File: src/rtl/lsu_mem_master.sv
// lsu_mem_master: single-outstanding load/store initiator for a word-wide
// data memory. Loads extract and extend byte/half lanes; sub-word stores
// use read-modify-write because the memory only writes whole words.
// Misaligned accesses and illegal funct3 codes complete immediately with
// resp_err and never touch the memory.

module lsu_mem_master #(
    parameter int RD_LAT = 1,
    parameter int ADDR_W = 32
) (
    input  logic              clk,
    input  logic              rst,
    input  logic              req_valid,
    output logic              req_ready,
    input  logic              req_we,
    input  logic [2:0]        req_funct3,
    input  logic [ADDR_W-1:0] req_addr,
    input  logic [31:0]       req_wdata,
    output logic              resp_valid,
    output logic [31:0]       resp_rdata,
    output logic              resp_err,
    output logic [ADDR_W-1:0] mem_A,
    output logic [31:0]       mem_WD,
    output logic              mem_WE,
    input  logic [31:0]       mem_RD
);

    localparam logic [1:0] ST_IDLE  = 2'd0;
    localparam logic [1:0] ST_READ  = 2'd1;
    localparam logic [1:0] ST_WRITE = 2'd2;
    localparam logic [1:0] ST_DONE  = 2'd3;

    localparam logic [2:0] LAT_INIT = 3'(RD_LAT);

    // Illegal funct3: stores accept only 000/001/010, loads reject 011/110/111.
    function automatic logic is_illegal(input logic we, input logic [2:0] f3);
        logic bad;
        if (we) begin
            bad = f3[2] || (f3[1:0] == 2'b11);
        end else begin
            bad = (f3 == 3'b011) || (f3 == 3'b110) || (f3 == 3'b111);
        end
        return bad;
    endfunction

    // Halves need an even address, words need a multiple of four.
    function automatic logic is_misaligned(input logic [2:0] f3, input logic [1:0] lo);
        logic bad;
        case (f3[1:0])
            2'b01:   bad = lo[0];
            2'b10:   bad = (lo != 2'b00);
            default: bad = 1'b0;
        endcase
        return bad;
    endfunction

    // Select the addressed lane of a memory word and extend it to 32 bits.
    function automatic logic [31:0] extract_load(input logic [31:0] word,
                                                 input logic [2:0]  f3,
                                                 input logic [1:0]  lane);
        logic [7:0]  b;
        logic [15:0] h;
        logic [31:0] r;
        b = word[{lane, 3'b000} +: 8];
        h = lane[1] ? word[31:16] : word[15:0];
        case (f3)
            3'b000:  r = {{24{b[7]}}, b};
            3'b001:  r = {{16{h[15]}}, h};
            3'b010:  r = word;
            3'b100:  r = {24'd0, b};
            3'b101:  r = {16'd0, h};
            default: r = 32'd0;
        endcase
        return r;
    endfunction

    // Overlay the store byte/half onto the word just read back from memory.
    function automatic logic [31:0] merge_store(input logic [31:0] word,
                                                input logic [15:0] wd,
                                                input logic [2:0]  f3,
                                                input logic [1:0]  lane);
        logic [31:0] r;
        r = word;
        case (f3[1:0])
            2'b00: r[{lane, 3'b000} +: 8] = wd[7:0];
            2'b01: begin
                if (lane[1]) begin
                    r[31:16] = wd;
                end else begin
                    r[15:0] = wd;
                end
            end
            default: r = word;
        endcase
        return r;
    endfunction

    logic [1:0]        state_r,  state_s;
    logic [1:0]        lane_r,   lane_s;
    logic              we_r,     we_s;
    logic [2:0]        funct3_r, funct3_s;
    logic [15:0]       wdata_r,  wdata_s;
    logic [2:0]        cnt_r,    cnt_s;
    logic              req_ready_s;
    logic              resp_valid_s;
    logic [31:0]       resp_rdata_s;
    logic              resp_err_s;
    logic [ADDR_W-1:0] mem_a_s;
    logic [31:0]       mem_wd_s;
    logic              mem_we_s;
    logic              bad_s;

    // Next-state and next-output computation for the access sequencer.
    always_comb begin
        state_s      = state_r;
        lane_s       = lane_r;
        we_s         = we_r;
        funct3_s     = funct3_r;
        wdata_s      = wdata_r;
        cnt_s        = cnt_r;
        resp_valid_s = 1'b0;
        resp_rdata_s = resp_rdata;
        resp_err_s   = 1'b0;
        mem_a_s      = mem_A;
        mem_wd_s     = mem_WD;
        mem_we_s     = 1'b0;
        bad_s        = is_illegal(req_we, req_funct3) ||
                       is_misaligned(req_funct3, req_addr[1:0]);

        case (state_r)
            ST_IDLE: begin
                if (req_valid && req_ready) begin
                    lane_s   = req_addr[1:0];
                    we_s     = req_we;
                    funct3_s = req_funct3;
                    wdata_s  = req_wdata[15:0];
                    if (bad_s) begin
                        state_s      = ST_DONE;
                        resp_valid_s = 1'b1;
                        resp_err_s   = 1'b1;
                        resp_rdata_s = 32'd0;
                    end else if (req_we && (req_funct3 == 3'b010)) begin
                        // Full-word store needs no read-back.
                        state_s  = ST_WRITE;
                        mem_a_s  = {req_addr[ADDR_W-1:2], 2'b00};
                        mem_wd_s = req_wdata;
                        mem_we_s = 1'b1;
                    end else begin
                        // Loads and sub-word stores both read the word first.
                        state_s = ST_READ;
                        cnt_s   = LAT_INIT;
                        mem_a_s = {req_addr[ADDR_W-1:2], 2'b00};
                    end
                end else begin
                    state_s = ST_IDLE;
                end
            end
            ST_READ: begin
                if (cnt_r == 3'd1) begin
                    cnt_s = 3'd0;
                    if (we_r) begin
                        state_s  = ST_WRITE;
                        mem_wd_s = merge_store(mem_RD, wdata_r, funct3_r, lane_r);
                        mem_we_s = 1'b1;
                    end else begin
                        state_s      = ST_DONE;
                        resp_valid_s = 1'b1;
                        resp_rdata_s = extract_load(mem_RD, funct3_r, lane_r);
                    end
                end else begin
                    cnt_s = cnt_r - 3'd1;
                end
            end
            ST_WRITE: begin
                state_s      = ST_DONE;
                resp_valid_s = 1'b1;
                resp_rdata_s = 32'd0;
            end
            ST_DONE: begin
                state_s = ST_IDLE;
            end
            default: begin
                state_s = ST_IDLE;
            end
        endcase

        req_ready_s = (state_s == ST_IDLE);
    end

    // State, request latches and all outputs registered; rst low clears them.
    always_ff @(posedge clk) begin
        if (!rst) begin
            state_r    <= ST_IDLE;
            lane_r     <= 2'd0;
            we_r       <= 1'b0;
            funct3_r   <= 3'd0;
            wdata_r    <= 16'd0;
            cnt_r      <= 3'd0;
            req_ready  <= 1'b1;
            resp_valid <= 1'b0;
            resp_rdata <= 32'd0;
            resp_err   <= 1'b0;
            mem_A      <= '0;
            mem_WD     <= 32'd0;
            mem_WE     <= 1'b0;
        end else begin
            state_r    <= state_s;
            lane_r     <= lane_s;
            we_r       <= we_s;
            funct3_r   <= funct3_s;
            wdata_r    <= wdata_s;
            cnt_r      <= cnt_s;
            req_ready  <= req_ready_s;
            resp_valid <= resp_valid_s;
            resp_rdata <= resp_rdata_s;
            resp_err   <= resp_err_s;
            mem_A      <= mem_a_s;
            mem_WD     <= mem_wd_s;
            mem_WE     <= mem_we_s;
        end
    end

endmodule

File: config.mk
export PLATFORM = sky130hd
export DESIGN_NAME = lsu_mem_master
export DESIGN_NICKNAME = d
export VERILOG_FILES = /design/src/rtl/lsu_mem_master.sv
export SDC_FILE = /design/constraint.sdc
export NUM_CORES = 1
export LEC_CHECK = 0
export ABC_AREA = 1
export ABC_CLOCK_PERIOD_IN_PS = 2200
export CORE_ASPECT_RATIO = 1.2
export CORE_MARGIN = 2
export CORE_UTILIZATION = 45
export DETAILED_ROUTE_END_ITERATION = 16
export GPL_ROUTABILITY_DRIVEN = 1
export PLACE_DENSITY_LB_ADDON = 0.05
export SLEW_MARGIN = 10
export SYNTH_ARGS = -nofsm -noshare
export SYNTH_HDL_FRONTEND = slang
export SYNTH_SLANG_ARGS = --single-unit
File: constraint.sdc
create_clock -name clk -period 2.2 [get_ports clk]
set_input_delay 0.33 -clock clk [delete_from_list [all_inputs] [get_ports clk]]
set_output_delay 0.33 -clock clk [all_outputs]
set_load 0.005 [all_outputs]
==> impl_metrics.ini <==
[clock_network]
cts_sinks = 125
clockRootBuffer = clkbuf_16
clkSlewWorstSetupHoldPaths_ps = 60
cts_tree = yes
cts_inserted_buffers = 17
ctsHtreeMaxLevel = 4
ctsResizeCount = 0
cts_setup_buffers = 0
clk_latency_ps = 420
cts_buffer_depth = 2
hold_buffers = 0

[timing]
clock_skew_ps = 8.38
tightest_slew_ps = 562
drv_slew = 0
max_freq_mhz = 505
rsz0062_at_grt = false
slew_headroom = 0.625
fin_crit_sh = 0.900
setup_viol = 0
finalWorstSetupSlack_ps = 219
final.min_clock_period_ps = 1980
hold_viol_final = 0

[detailed_routing]
wirelength_met1_um = 10600
final_antenna_net_count = 0
drc = 0
vias = 8683
wire_per_inst_um = 14.5
top_layer = met4
drtIter0Drc = 595
viasPerCell = 5.05
wl_met2_um = 11100
drt-total-wl_um = 24900
dr_wl_met3_um = 2100
drt_pass1_iterations = 5

[power]
combPwrFrac = 0.480
leakage_nw = 4.69
seqPwrFrac = 0.263
ir_drop_uv = 672
swShare = 0.423
switchingPower_mw = 4.76
power.internal_mw = 6.51
power_frac_clock = 0.256
p_per_area_nw_per_um2 = 1070

[floorplanning]
die-area_um2 = 18100
rows = 52
fp.coreArea_um2 = 16800
dieHeight_um = 147
floorplan.initialDensity = 0.458
io_pins = 203
die_w_um = 123

[setup_path]
ff2ff_path_depth = 9
startpoint = lane_r[1]$_SDFFE_PN0P_
startpoint_type = register
critPathMaxFanout = 19
cp.required_ps = 2550
rr_startpoint = lane_r[1]$_SDFFE_PN0P_
crit_type = reg -> reg
reg2reg_slack_ps = 220
critPathCaptureType = register
cp.arrival_ps = 2330
r2r-end = mem_WD[15]$_SDFFE_PN0P_

[global_route]
grt_util_all_layers = 0.277
grt_max_degree = 86
global_route.overflow_total = 0
antenna_found_initial = 0
grt_pass1_wl_um = 40100
grt_pass1_vias = 8028

[hold_path]
hold_class = in -> reg
hp-start = rst
hold_depth = 3
hold-path-endpoint = cnt_r[1]$_SDFFE_PN0P_

[run]
maxCapViolations = 0

[placed_design]
placed_area_um2 = 9950
dp.cells = 1686
place_congestion = 0.950
dpl.hpwl_um = 18200
port_buffers = 200
place_ws_ps = -125

[cells_and_area]
instances_no_fill = 1718
design_area_um2 = 10500
fillCellCount = 1675
finalNetCount = 1602
n_antenna_cell = 0
regArea_um2 = 2500
drive_gt1_frac = 0.0786
multi_input_area_um2 = 4290
syn_to_final_growth_pct = 37.3

[synthesis]
syn_avg_cell_area_um2 = 5.86
synth_top_family_by_area = simple AND/OR/NAND/NOR gates
synth_top_area_share = 0.326
synth_cell_type_count = 26
ys_ff_latch = 125
synth.area.mux_share = 0
synthAdderAreaFrac = 0.0163
syn_area_um2 = 7680
synth.area.top_cells = dfxtp_1 (33%), nand2_1 (16%), nor2_1 (12%)
postSynthCellCount = 1311
synth-simple-area-share = 0.383
synth-xor-area-share = 0
synth_top_cell_by_area = dfxtp_1
ys_warn_count = 0
yosysSeqAreaShare = 0.326
synth_ff_type = dfxtp_1
synth_compound_area_frac = 0.158
synth-edff-count = 0
async_flop_share = 0

[outcome]
outcome = finished, final reports clean
[synth_stat cells (2+ instances only)]
library cell,number
nor3_1,8
buf_4,3
o21ai_0,117
nand4_1,34
clkinv_1,2
nand2_1,336
buf_1,4
inv_1,125
nor2_2,2
ha_1,10
dfxtp_1,125
clkbuf_1,39
nor2_1,240
inv_2,10
buf_2,40
or2_2,27
a21boi_0,7
a21oi_1,105
o21ai_1,6
nand3_1,65
[worst max-delay path, cell delays in order, from the launching register on]
cell     delay (ps)
dfxtp_1         310
inv_2           230
buf_4           290
ha_1            470
inv_1            80
nor2_1          150
a21oi_1          80
nand2_1          80
o21ai_0          80
a21oi_1         140
[area by class of cell]
cell class | instances | area share
clock buffer | 19 | 0.0410
clock inverter | 13 | 0.0155
inverter | 137 | 0.0488
multi-input combinational | 964 | 0.406
sequential | 125 | 0.237
tap | 216 | 0.0256
timing repair buffer | 244 | 0.225
[power groups by stage]
stage               clock [mW]  combinational, mW  sequential (mW)
global placement             0               5.31             3.00
detailed placement           0               5.35             3.00
finish                    2.89               5.41             2.97
CTS                       2.93               5.39             2.96
floorplan                    0               3.49             2.96
global route              3.02               6.10             3.01
[cells by family after synthesis]
logic type / count (synthesis)
buffers and inverters: 223
and+or+nand+nor: 714
other: 1
AOI/OAI and AO/OA: 238
DFF: 125
adders and majority gates: 10
[worst max-delay path by stage]
stage | endpoint | slack (ps) | cells past startpoint
2_1_floorplan | mem_WD[5]$_SDFFE_PN0P_ | 20 | 15
3_3_place_gp | resp_rdata[0]$_SDFFE_PN0P_ | -70 | 10
3_5_place_dp | resp_rdata[1]$_SDFFE_PN0P_ | -130 | 10
4_1_cts | mem_WD[15]$_SDFFE_PN0P_ | 210 | 9
5_1_grt | mem_WD[15]$_SDFFE_PN0P_ | 7 | 10
6_report | mem_WD[15]$_SDFFE_PN0P_ | 220 | 9
[per-stage QoR]
| stage | hold WS, ps | setup TNS [ps] | total power [mW] | utilization |
|---|---|---|---|---|
| floorplan | 439 | 0 | 6.45 | - |
| detailed placement | 453 | -2900 | 8.35 | 0.593 |
| CTS | 357 | 0 | 11.3 | 0.628 |
| finish | 370 | 0 | 11.3 | 0.628 |
| global route | 378 | 0 | 12.1 | 0.628 |
| global placement | 453 | -1510 | 8.32 | 0.593 |
[layout by cell type, fill, tap and decap left out, types with 4 or more instances in the layout]
master / netlist / final
dfxtp_1: 125 / 125
nor3_1: 8 / 8
inv_2: 10 / 11
or2_2: 27 / 27
clkbuf_16: 0 / 17
o21ai_0: 117 / 117
nand2_1: 336 / 336
nand3_1: 65 / 65
a21oi_1: 105 / 105
ha_1: 10 / 10
buf_12: 0 / 4
o21ai_1: 6 / 6
nor2_1: 240 / 240
buf_4: 3 / 40
nand4_1: 34 / 34
inv_1: 125 / 124
a21boi_0: 7 / 7
clkdlybuf4s50_1: 0 / 199
[registers in the layout, summed over array words and instances, names as in the netlist]
register,cells
wdata_r,16
resp_err,1
cnt_r,3
funct3_r,3
mem_WD,32
lane_r,2
we_r,1
resp_rdata,32
mem_WE,1
req_ready,1
resp_valid,1
state_r,2
mem_A,30
[routing by layer]
layer  global-route usage  vias to the layer above
li1                     -                     4486
met1                0.354                     3772
met2                0.427                      355
met3               0.0710                       70
met4                0.140                        0
met5                    0                        -
No activity file was read; power rests on OpenSTA's default activity.
